--- src/rtl/drive_split5_if.sv ---
// Drive/free handshake bundle for drive_split5: one upstream channel, five downstream channels.
// The slave modport is the splitter's view; master is the surrounding environment.
interface drive_split5_if #(
    parameter int DATA_WIDTH = 32
);
    logic                  i_drive;
    logic [DATA_WIDTH-1:0] i_data;
    logic                  o_free;
    logic                  o_drive0;
    logic                  o_drive1;
    logic                  o_drive2;
    logic                  o_drive3;
    logic                  o_drive4;
    logic [DATA_WIDTH-1:0] o_data;
    logic [2:0]            o_sel;
    logic                  i_free0;
    logic                  i_free1;
    logic                  i_free2;
    logic                  i_free3;
    logic                  i_free4;
    logic                  o_busy;
    logic                  o_err;

    modport slave (
        input  i_drive, i_data, i_free0, i_free1, i_free2, i_free3, i_free4,
        output o_free, o_drive0, o_drive1, o_drive2, o_drive3, o_drive4,
               o_data, o_sel, o_busy, o_err
    );

    modport master (
        output i_drive, i_data, i_free0, i_free1, i_free2, i_free3, i_free4,
        input  o_free, o_drive0, o_drive1, o_drive2, o_drive3, o_drive4,
               o_data, o_sel, o_busy, o_err
    );
endinterface

--- src/rtl/drive_split5.sv ---
// 1-to-5 drive/free steering stage; destination taken from a 3-bit field of the token.
// Optional WAIT timeout compiled in with DRIVE_SPLIT5_TIMEOUT_EN.
//
// state   | meaning
// IDLE    | no token held, ready to capture on i_drive
// ISSUE   | o_drive[o_sel] pulsing this cycle
// WAIT    | waiting for i_free[o_sel] (or timeout)
// RELEASE | o_free pulsing this cycle, back to IDLE next
module drive_split5 #(
    parameter int DATA_WIDTH     = 32,
    parameter int SEL_LSB        = DATA_WIDTH - 3,
    parameter int TIMEOUT_CYCLES = 255
) (
    input  logic               clk,
    input  logic               rstn,
    drive_split5_if.slave      bus
);
    if (DATA_WIDTH < 4 || SEL_LSB < 0 || SEL_LSB + 2 > DATA_WIDTH - 1 ||
        TIMEOUT_CYCLES < 1 || TIMEOUT_CYCLES > 65535) begin : g_bad_param
        $error("drive_split5: illegal parameter combination");
    end

    typedef enum logic [1:0] {
        S_IDLE    = 2'd0,
        S_ISSUE   = 2'd1,
        S_WAIT    = 2'd2,
        S_RELEASE = 2'd3
    } state_e;

    state_e                state_q, state_d;
    logic [DATA_WIDTH-1:0] data_q, data_d;
    logic [2:0]            sel_q, sel_d;
    logic [4:0]            drive_q, drive_d;
    logic                  free_q, free_d;
    logic                  err_q, err_d;
    logic                  busy_q, busy_d;

    logic [2:0]            sel_in;
    logic [7:0]            free_ext;
    logic                  match_free;

    assign sel_in     = bus.i_data[SEL_LSB +: 3];
    assign free_ext   = {3'b000, bus.i_free4, bus.i_free3, bus.i_free2,
                         bus.i_free1, bus.i_free0};
    assign match_free = free_ext[sel_q];

`ifdef DRIVE_SPLIT5_TIMEOUT_EN
    localparam logic [15:0] TIMEOUT_LIM = 16'(TIMEOUT_CYCLES);
    logic [15:0] cnt_q, cnt_d;
    logic [15:0] cnt_inc;
    assign cnt_inc = cnt_q + 16'd1;
`endif

    always_comb begin
        state_d = state_q;
        data_d  = data_q;
        sel_d   = sel_q;
        drive_d = 5'd0;
        free_d  = 1'b0;
        err_d   = 1'b0;
`ifdef DRIVE_SPLIT5_TIMEOUT_EN
        cnt_d   = cnt_q;
`endif
        case (state_q)
            S_IDLE: begin
                if (bus.i_drive) begin
                    data_d = bus.i_data;
                    sel_d  = sel_in;
                    if (sel_in <= 3'd4) begin
                        state_d = S_ISSUE;
                        drive_d = 5'd1 << sel_in;
                    end else begin
                        // Out-of-range destination: drop token, release upstream with error.
                        state_d = S_RELEASE;
                        free_d  = 1'b1;
                        err_d   = 1'b1;
                    end
                end
            end
            S_ISSUE: begin
                state_d = S_WAIT;
`ifdef DRIVE_SPLIT5_TIMEOUT_EN
                cnt_d   = 16'd0;
`endif
            end
            S_WAIT: begin
                if (match_free) begin
                    state_d = S_RELEASE;
                    free_d  = 1'b1;
                end
`ifdef DRIVE_SPLIT5_TIMEOUT_EN
                else begin
                    cnt_d = cnt_inc;
                    if (cnt_inc == TIMEOUT_LIM) begin
                        state_d = S_RELEASE;
                        free_d  = 1'b1;
                        err_d   = 1'b1;
                    end
                end
`endif
            end
            S_RELEASE: begin
                state_d = S_IDLE;
            end
            default: begin
                state_d = S_IDLE;
            end
        endcase

        // A drive while busy is never captured; it only raises the error pulse.
        if (bus.i_drive && state_q != S_IDLE) begin
            err_d = 1'b1;
        end

        busy_d = (state_d != S_IDLE);
    end

    always_ff @(posedge clk) begin
        if (!rstn) begin
            state_q <= S_IDLE;
            data_q  <= '0;
            sel_q   <= 3'd0;
            drive_q <= 5'd0;
            free_q  <= 1'b0;
            err_q   <= 1'b0;
            busy_q  <= 1'b0;
`ifdef DRIVE_SPLIT5_TIMEOUT_EN
            cnt_q   <= 16'd0;
`endif
        end else begin
            state_q <= state_d;
            data_q  <= data_d;
            sel_q   <= sel_d;
            drive_q <= drive_d;
            free_q  <= free_d;
            err_q   <= err_d;
            busy_q  <= busy_d;
`ifdef DRIVE_SPLIT5_TIMEOUT_EN
            cnt_q   <= cnt_d;
`endif
        end
    end

    assign bus.o_drive0 = drive_q[0];
    assign bus.o_drive1 = drive_q[1];
    assign bus.o_drive2 = drive_q[2];
    assign bus.o_drive3 = drive_q[3];
    assign bus.o_drive4 = drive_q[4];
    assign bus.o_free   = free_q;
    assign bus.o_err    = err_q;
    assign bus.o_busy   = busy_q;
    assign bus.o_data   = data_q;
    assign bus.o_sel    = sel_q;
endmodule

--- src/flat_wrapper.sv ---
// flat-port wrapper written by rule: the top's interface ports become plain ports
module drive_split5_flat 
#(
    parameter int DATA_WIDTH     = 32,
    parameter int SEL_LSB        = DATA_WIDTH - 3,
    parameter int TIMEOUT_CYCLES = 255
)
  (clk, rstn, bus_i_drive, bus_i_data, bus_i_free0, bus_i_free1, bus_i_free2, bus_i_free3, bus_i_free4, bus_o_free, bus_o_drive0, bus_o_drive1, bus_o_drive2, bus_o_drive3, bus_o_drive4, bus_o_data, bus_o_sel, bus_o_busy, bus_o_err);
  drive_split5_if #(.DATA_WIDTH(DATA_WIDTH)) bus_i ();
  input  logic clk;
  input  logic rstn;
  input wire logic [$bits(bus_i.i_drive)-1:0] bus_i_drive;
  input wire logic [$bits(bus_i.i_data)-1:0] bus_i_data;
  input wire logic [$bits(bus_i.i_free0)-1:0] bus_i_free0;
  input wire logic [$bits(bus_i.i_free1)-1:0] bus_i_free1;
  input wire logic [$bits(bus_i.i_free2)-1:0] bus_i_free2;
  input wire logic [$bits(bus_i.i_free3)-1:0] bus_i_free3;
  input wire logic [$bits(bus_i.i_free4)-1:0] bus_i_free4;
  output wire logic [$bits(bus_i.o_free)-1:0] bus_o_free;
  output wire logic [$bits(bus_i.o_drive0)-1:0] bus_o_drive0;
  output wire logic [$bits(bus_i.o_drive1)-1:0] bus_o_drive1;
  output wire logic [$bits(bus_i.o_drive2)-1:0] bus_o_drive2;
  output wire logic [$bits(bus_i.o_drive3)-1:0] bus_o_drive3;
  output wire logic [$bits(bus_i.o_drive4)-1:0] bus_o_drive4;
  output wire logic [$bits(bus_i.o_data)-1:0] bus_o_data;
  output wire logic [$bits(bus_i.o_sel)-1:0] bus_o_sel;
  output wire logic [$bits(bus_i.o_busy)-1:0] bus_o_busy;
  output wire logic [$bits(bus_i.o_err)-1:0] bus_o_err;
  assign bus_i.i_drive = bus_i_drive;
  assign bus_i.i_data = bus_i_data;
  assign bus_i.i_free0 = bus_i_free0;
  assign bus_i.i_free1 = bus_i_free1;
  assign bus_i.i_free2 = bus_i_free2;
  assign bus_i.i_free3 = bus_i_free3;
  assign bus_i.i_free4 = bus_i_free4;
  assign bus_o_free = bus_i.o_free;
  assign bus_o_drive0 = bus_i.o_drive0;
  assign bus_o_drive1 = bus_i.o_drive1;
  assign bus_o_drive2 = bus_i.o_drive2;
  assign bus_o_drive3 = bus_i.o_drive3;
  assign bus_o_drive4 = bus_i.o_drive4;
  assign bus_o_data = bus_i.o_data;
  assign bus_o_sel = bus_i.o_sel;
  assign bus_o_busy = bus_i.o_busy;
  assign bus_o_err = bus_i.o_err;
  drive_split5 #(.DATA_WIDTH(DATA_WIDTH), .SEL_LSB(SEL_LSB), .TIMEOUT_CYCLES(TIMEOUT_CYCLES)) u_core (.clk(clk), .rstn(rstn), .bus(bus_i));
endmodule
--- config.mk ---
export PLATFORM = sky130hd
export DESIGN_NAME = drive_split5_flat
export DESIGN_NICKNAME = d
export VERILOG_FILES = /design/src/rtl/drive_split5_if.sv /design/src/rtl/drive_split5.sv /design/src/flat_wrapper.sv
export SDC_FILE = /design/constraint.sdc
export NUM_CORES = 1
export LEC_CHECK = 0
export ABC_AREA = 1
export CORE_MARGIN = 3
export CORE_UTILIZATION = 42
export CTS_BUF_LIST = sky130_fd_sc_hd__clkbuf_16
export DETAILED_ROUTE_END_ITERATION = 10
export GPL_ROUTABILITY_DRIVEN = 0
export GPL_TIMING_DRIVEN = 0
export PLACE_DENSITY = 0.82
export SYNTH_ARGS = -nofsm -noshare
export SYNTH_HDL_FRONTEND = slang
export SYNTH_SLANG_ARGS = --single-unit
--- constraint.sdc ---
create_clock -name clk -period 2.1 [get_ports clk]
set_input_delay 0.42 -clock clk [delete_from_list [all_inputs] [get_ports clk]]
set_output_delay 0.42 -clock clk [all_outputs]
set_load 0.02 [all_outputs]
Word-level counts from Yosys, hierarchy flattened
Index checks and enable logic that the tools add are counted.

word-level totals
  word-level logic and storage cells = 31
  output and inout port bits = 43
  register bits after elaboration = 45
  bits of input ports = 40

cells by class
  multiplexer cells = 12
  reductions and logical operators = 6
  order comparisons = 2
  shift operators = 1
  equality and inequality tests = 3

operators by type and width
  cell                                                        number
  case mux 2 bit (4 select lines)                             1
  2-to-1 mux 1 bit                                            6
  2-to-1 mux 2 bit                                            3
  left shift 1 x 3 -> 5 bit, first input constant             1
  == test 2 bit, second input constant                        2
  less-than comparator 3 x 4 -> 1 bit, second input constant  1
  AND reduction 4 bit                                         1
  nonzero test 2 bit                                          2
  binary-select mux 1 bit (select 3 bit)                      1
  <= comparator 3 bit, second input constant                  1
  == test 2 x 1 -> 1 bit, second input constant               1
  logical NOT 2 bit                                           1
  case mux 1 bit (2 select lines)                             1
  AND reduction 2 bit                                         1
  logical AND 1 bit                                           1

Longest topological paths before layout
Gate-level depths: netlist of the first run.

  depth after elaboration = 5
  gate-level depth with buffers = 8
  mapped depth without buffers = 8

Worst setup path before layout of the first run
Ideal clock, no wire load.

  path type = reg2reg
  start point = register u_core.state_q[1]
  end point = register u_core.busy_q (netlist: u_core.bus.o_busy)
  setup time = 0.120 ns
  setup slack = 0.928 ns
  data arrival time = 1.052 ns
  clock period less this slack = 1.172 ns
  path buffers = 0
  stages on the path, launching flop included = 9
  cell sequence = dfxtp_1 > inv_1 > ha_1 > nand2_4 > nand2_1 > o21ai_1 > inv_1 > o21ai_1 > nand2_1

between the ends
  word-level cells in the longest chain between the ends = 3

ends and longest elaborated chain
  item                                         line                 text
  start: declaration                           drive_split5.sv:30   state_e state_q, state_d;
  start signal: assignment                     drive_split5.sv:131  state_q <= state_d;
  == test 2 bit, or another cell as far along  drive_split5.sv:64   case (state_q)
  case mux 2 bit (4 select lines) (*)          drive_split5.sv:64
  nonzero test 2 bit (*)                       drive_split5.sv:115  busy_d = (state_d != S_IDLE);
  end signal: assignment                       drive_split5.sv:137  busy_q <= busy_d;
  end: declaration                             drive_split5.sv:36   logic busy_q, busy_d;

Every way passes the cells marked *; elsewhere a longest branch is shown, timed or not.
A chain may end at the register's enable or synchronous reset.

Final worst setup path of the first run
  start point = register u_core.sel_q[2] (netlist: u_core.bus.o_sel[2])
  end point = output bus_o_sel[2]

RTL lines
  item                      line                 text
  start: declaration        drive_split5.sv:32   logic [2:0] sel_q, sel_d;
  start signal: assignment  drive_split5.sv:133  sel_q <= sel_d;
  end: declaration          flat_wrapper.sv:26   output wire logic [$bits(bus_i.o_sel)-1:0] bus_o_sel;

No word-level cell between the ends.

==> results of run 1 <==
==> stage by stage <==
step	utilization	cells	instance area, um^2	setup WS, ns	total power [uW]
after CTS	0.749	338	2600	0.296	3120
after floorplan	-	202	1580	0.928	1860
after global placement	0.709	330	2460	0.491	2380
after global routing	0.749	338	2600	0.234	3300
after detailed placement	0.709	330	2460	0.472	2420
final	0.749	338	2600	0.311	3090
==> power groups by stage <==
stage / Combinational [uW] / Sequential (uW) / Clock, uW
floorplan: 550 / 1310 / 0
global placement: 1290 / 1090 / 0
detailed placement: 1310 / 1100 / 0
CTS: 1320 / 1090 / 715
global route: 1440 / 1110 / 752
finish: 1310 / 1080 / 696
==> critical path, cell delays in order (launching register included) <==
cell	delay [ns]
dfxtp_1	0.38
buf_4	0.13
clkdlybuf4s50_1	0.59
==> sequential cells by signal, summed over array words and instances (netlist names) <==
register,count
u_core.bus.o_busy,1
u_core.bus.o_sel,3
u_core.drive_q,5
u_core.bus.o_free,1
u_core.bus.o_data,29
u_core.state_q,2
u_core.bus.o_err,1
==> worst min-delay path by stage <==
stage	end	depth (start not counted)	from
after CTS	u_core.bus.o_data[7]$_SDFFE_PN0P_	2	u_core.bus.o_data[7]$_SDFFE_PN0P_
after global routing	u_core.bus.o_data[5]$_SDFFE_PN0P_	2	u_core.bus.o_data[5]$_SDFFE_PN0P_
after detailed placement	u_core.bus.o_data[7]$_SDFFE_PN0P_	2	u_core.bus.o_data[7]$_SDFFE_PN0P_
after floorplan	u_core.drive_q[1]$_SDFF_PP0_	1	bus_i_data[30]
after global placement	u_core.bus.o_data[7]$_SDFFE_PN0P_	2	u_core.bus.o_data[7]$_SDFFE_PN0P_
final	u_core.bus.o_data[4]$_SDFFE_PN0P_	2	u_core.bus.o_data[4]$_SDFFE_PN0P_
==> cell type report <==
| class | instances | share of cell area |
|---|---|---|
| sequential | 42 | 0.324 |
| timing repair buffer | 82 | 0.316 |
| multi-input combinational | 130 | 0.226 |
| clock buffer | 5 | 0.0482 |
| buffer | 12 | 0.0318 |
| inverter | 18 | 0.0270 |
| tap | 46 | 0.0222 |
| clock inverter | 3 | 0.00482 |
==> metal layers <==
layer / share of wire / routed length (um)
met5: 0 / 0
met2: 0.47 / 1800
met4: 0.0075 / 29
met1: 0.44 / 1680
met3: 0.091 / 350
==> cells by family after synthesis <==
logic type | count (synthesis) | share of synthesized area
AND/OR/NAND/NOR | 88 | 0.229
flip-flops | 42 | 0.532
AO/OA/AOI/OAI | 40 | 0.127
buffers and inverters | 30 | 0.0966
adder cells (fa/ha/maj) | 2 | 0.0158
==> cells in the final DEF, fill, tap and decap left out, drive strengths merged <==
cell type and instances:
clkdlybuf4s50 82, dfxtp 42, nor3 2, o21ai 35, clkinv 2, nand3 4
inv 19, ha 2, a21oi 5, nor2 65, buf 10, nand4 2
nand2 15, clkbuf 7
==> impl_metrics.csv, run 1 <==
group,metric,value,unit
synth,synthTopCellsByArea,"dfxtp_1 (53%), nor2_1 (15%), o21ai_0 (10%)",
drt,via_per_inst,4.55,
worst_setup_path,worst_ep_required_time,1.68,ns
global_routing,grt_pass1_vias,1381,
synth,synth_fp_nets,244,
synth,ys_seq_area_frac,0.532,
hold_path,hold_class,"reg2reg",
worst_setup_path,end_kind,"primary output",
clocking,postCtsSetupBuffers,0,
drt,drtIter0Drc,125,
drt,dr.pass1.iters,4,
synth,synth_area,1580,um^2
layout,register_area,841,um^2
synth,synth_edf_count,0,
run,cap_violations,0,
synth,yosys_warnings,0,
pwr,p_int,2020,uW
synth,yosysMostFrequentCell,"nor2_1",
synth,synth_top_area_cell,"dfxtp_1",
layout,final_layout_size_suffix_gt1_frac,0.0788,
global_routing,grt_busiest_layer,"met2",
layout,area.growth.synth_to_final,64.3,%
global_routing,grt_use_total,0.179,
pwr,switching_power,1070,uW
clocking,cts_tree,"built",
clocking,cts-root-buf,"clkbuf_16",
worst_setup_path,worst_r2r_startpoint,"u_core.state_q[1]$_SDFF_PN0_",
die,die_area,4530,um^2
timing,fmax,559,MHz
timing,fin_skew,0.00207,ns
global_routing,gr-usage-met2,0.299,
synth,synthFlopType,"dfxtp_1",
clocking,cts_sinks,42,
global_routing,grt_pass1_wl,6140,um
timing,fin_tns_setup,0,ns
worst_setup_path,reg2reg_to,"u_core.bus.o_busy$_SDFF_PN0_",
die,coreArea,3470,um^2
layout,n_antenna_cell,0,
synth,syn_inst,202,
worst_setup_path,critPathCapture,"bus_o_sel[2]",
synth,ys_ff_latch,42,
drt,drc,0,
timing,worst_pin_slew,0.291,ns
clocking,htree_levels,2,
pwr,p_leak,0.00111,uW
pwr,switching_share,0.345,
timing,relSlewSlack,0.805,
timing,fin_crit_sh,0.852,
worst_setup_path,rr_worst_depth,8,
global_routing,antenna_found_initial,0,
drt,drt-total-wl,3860,um
die,pin_count,83,
layout,fillers,287,
worst_setup_path,start_kind,"flop",
die,start_util,0.456,
synth,synth_top_area_frac,0.532,
die,die_y,67.3,um
timing,finalHoldViolations,0,
timing,drv_slew,0,
global_routing,globalRouteOverflowTotal,0,
global_routing,gr-usage-met3,0.0582,
die,die_w,67.3,um
drt,dr_total_vias,1537,
global_routing,groute.layer.met1.usage,0.217,
placed_design,io_buffer_count,82,
worst_setup_path,crit_type,"reg2out",
worst_setup_path,r2r_slack,0.75,ns
worst_setup_path,arrival,1.37,ns
worst_setup_path,crit_start,"u_core.bus.o_sel[2]$_SDFFE_PN0P_",
timing,hold-worst-slack,0.480,ns
pwr,ir_drop,0.592,mV
drt,antenna_left,0,
synth,syn_avg_cell_area,7.82,um^2
timing,setup_violations,0,
pwr,p_comb_frac,0.423,
global_routing,grt_max_degree,13,
synth,synth-async-reset-ratio,0,
clocking,cts_buffers,5,
clocking,ctsResizeCount,0,
clocking,clkTransAtPathRegs,0.06,ns
placed_design,dp_hpwl,2950,um
layout,multi_input_area,587,um^2
synth,synth_cell_types,20,
status,status,"finished clean",
layout,num-nets-final,333,
clocking,worstSkewPairLatency,0.27,ns
synth,yosys-top-cells-count,"nor2_1 (65), dfxtp_1 (42), o21ai_0 (32)",
timing,min_period,1.79,ns
pwr,p_per_area,1190,nW/um^2
timing,rsz0062_at_grt,"no",
clocking,cts_hold_buf,0,
worst_setup_path,cp_max_fo,5,
pwr,seqPwrFrac,0.351,
die,row_count,21,
drt,wl_per_cell,11.4,um
clocking,cts_buffer_depth,2,
pwr,p_clk_frac,0.225,
Note: power is estimated with default switching activity, not from simulation.
==> run 2, diff against run 1 <==
--- a/config.mk
+++ b/config.mk
@@ -6,13 +6,13 @@
 export NUM_CORES = 1
 export LEC_CHECK = 0
 export ABC_AREA = 1
-export CORE_MARGIN = 3
 export CORE_UTILIZATION = 42
 export CTS_BUF_LIST = sky130_fd_sc_hd__clkbuf_16
 export DETAILED_ROUTE_END_ITERATION = 10
 export GPL_ROUTABILITY_DRIVEN = 0
 export GPL_TIMING_DRIVEN = 0
 export PLACE_DENSITY = 0.82
+export SLEW_MARGIN = 20
 export SYNTH_ARGS = -nofsm -noshare
 export SYNTH_HDL_FRONTEND = slang
 export SYNTH_SLANG_ARGS = --single-unit
==> impl_metrics.csv, run 2 (same netlist as run 1, synthesis figures left out) <==
group,metric,value,unit
run,cap_violations,0,
pwr,p_per_area,1190,nW/um^2
status,status,"finished clean",
clocking,ctsResizeCount,0,
drt,drc,0,
worst_setup_path,r2r_slack,0.73,ns
worst_setup_path,end_kind,"primary output",
timing,rsz0062_at_grt,"no",
clocking,cts-root-buf,"clkbuf_16",
clocking,cts_buffers,5,
hold_path,hold_end,"u_core.bus.o_data[19]$_SDFFE_PN0P_",
hold_path,hold_class,"reg2reg",
drt,dr.pass1.iters,4,
die,die_area,4010,um^2
timing,fin_crit_sh,0.858,
pwr,finalPower,3070,uW
clocking,htree_levels,2,
worst_setup_path,start_kind,"flop",
layout,fin_area,2590,um^2
timing,hold-worst-slack,0.477,ns
worst_setup_path,worst_ep_required_time,1.68,ns
placed_design,io_buffer_count,82,
drt,dr_total_vias,1548,
global_routing,grt_max_degree,12,
clocking,cts_sinks,42,
die,pin_count,83,
clocking,cts_hold_buf,0,
timing,setup_violations,0,
drt,drt-total-wl,3610,um
global_routing,grt_use_total,0.192,
die,coreArea,3470,um^2
clocking,clkTransAtPathRegs,0.05,ns
clocking,cts_buffer_depth,2,
drt,antenna_left,0,
layout,final_common_cell,"clkdlybuf4s50_1",
timing,relSlewSlack,0.815,
timing,fmax,555,MHz
drt,drtIter0Drc,90,
die,die_y,63.3,um
drt,via_per_inst,4.59,
die,row_count,21,
layout,final_layout_size_suffix_gt1_frac,0.0756,
global_routing,globalRouteOverflowTotal,0,
worst_setup_path,arrival,1.38,ns
timing,finalHoldViolations,0,
timing,drv_slew,0,
clocking,postCtsSetupBuffers,0,
worst_setup_path,rr_worst_depth,8,
worst_setup_path,worst_r2r_startpoint,"u_core.state_q[1]$_SDFF_PN0_",
worst_setup_path,slowest_delay,0.59,ns
die,die_w,63.3,um
placed_design,pre_cts_slack,0.464,ns
pwr,p_leak,0.00111,uW
worst_setup_path,crit_chain,"buf_4 -> clkdlybuf4s50_1",
worst_setup_path,reg2reg_to,"u_core.bus.o_busy$_SDFF_PN0_",
layout,area.growth.synth_to_final,64.0,%
clocking,worstSkewPairLatency,0.27,ns
drt,wl_per_cell,10.7,um
die,start_util,0.456,
layout,largest_register_ff_count,29,
layout,n_antenna_cell,0,
worst_setup_path,crit_type,"reg2out",
placed_design,postPlaceCellArea,2460,um^2
global_routing,antenna_found_initial,0,
global_routing,grt_pass1_wl,6050,um
hold_path,holdPathStages,2,
worst_setup_path,slowest_stage,"clkdlybuf4s50_1",
timing,fin_tns_setup,0,ns
timing,worst_pin_slew,0.277,ns
timing,min_period,1.80,ns
placed_design,dp_hpwl,2690,um
global_routing,grt_pass1_vias,1444,
hold_path,min_from,"u_core.bus.o_data[19]$_SDFFE_PN0P_",
pwr,ir_drop,0.737,mV
layout,final_cell_mix,"clkdlybuf4s50_1 (82), nor2_1 (65), dfxtp_1 (42), o21ai_0 (32), inv_1 (18)",
layout,num-nets-final,333,
timing,layout_setup_ws,0.299,ns
timing,fin_skew,0.00351,ns
clocking,cts_tree,"built",
worst_setup_path,cp_max_fo,5,
==> run 2: power breakdown <==
| part | switching [uW] | total (uW) | internal (uW) |
|---|---|---|---|
| clock | 267 | 691 | 424 |
| combinational | 702 | 1300 | 602 |
| sequential | 89.0 | 1080 | 989 |
| total | 1060 | 3070 | 2020 |
==> run 2: metrics by stage <==
step | std cells | utilization
4_1_cts | 337 | 0.747
5_1_grt | 337 | 0.747
2_1_floorplan | 202 | -
3_3_place_gp | 330 | 0.709
3_5_place_dp | 330 | 0.709
6_report | 337 | 0.747
==> run 2: worst max-delay path, delay by kind of cell (launching register included) <==
family / cells / cell delay, ns
flip-flops: 1 / 0.39
buffers and inverters: 2 / 0.72
==> run 2: worst max path at each step <==
| stage | from | to | slack (ns) | depth (start not counted) |
|---|---|---|---|---|
| after global placement | bus_i_drive | u_core.bus.o_data[9]$_SDFFE_PN0P_ | 0.49 | 5 |
| after global routing | u_core.bus.o_sel[2]$_SDFFE_PN0P_ | bus_o_sel[2] | 0.26 | 2 |
| after detailed placement | bus_i_drive | u_core.bus.o_data[15]$_SDFFE_PN0P_ | 0.46 | 5 |
| after floorplan | u_core.state_q[1]$_SDFF_PN0_ | u_core.bus.o_busy$_SDFF_PN0_ | 0.93 | 8 |
| after CTS | u_core.bus.o_sel[0]$_SDFFE_PN0P_ | bus_o_sel[0] | 0.29 | 2 |
| final | u_core.bus.o_sel[0]$_SDFFE_PN0P_ | bus_o_sel[0] | 0.30 | 2 |
==> run 2: metal layers <==
layer / up-vias / part of all wire / track usage
met4: 0 / 0.012 / 0.0767
li1: 810 / - / -
met1: 679 / 0.44 / 0.211
met5: - / 0 / 0
met3: 6 / 0.076 / 0.0670
met2: 53 / 0.47 / 0.332
==> run 2: final cells by class <==
type	instances	area [um^2]
fillers	275	877
multi-input cells	130	587
clock buffers	5	125
inverters	18	70.1
well taps	46	57.6
repair buffers	82	821
plain buffers	12	82.6
flip-flops and latches	42	841
clock inverters	2	7.51
==> run 3, diff against run 2 <==
--- a/config.mk
+++ b/config.mk
@@ -12,6 +12,7 @@
 export GPL_ROUTABILITY_DRIVEN = 0
 export GPL_TIMING_DRIVEN = 0
 export PLACE_DENSITY = 0.82
+export SKIP_LAST_GASP = 1
 export SLEW_MARGIN = 20
 export SYNTH_ARGS = -nofsm -noshare
 export SYNTH_HDL_FRONTEND = slang
==> results of run 3 <==
Same layout as run 2: the final DEF is identical, and so are final timing and power.
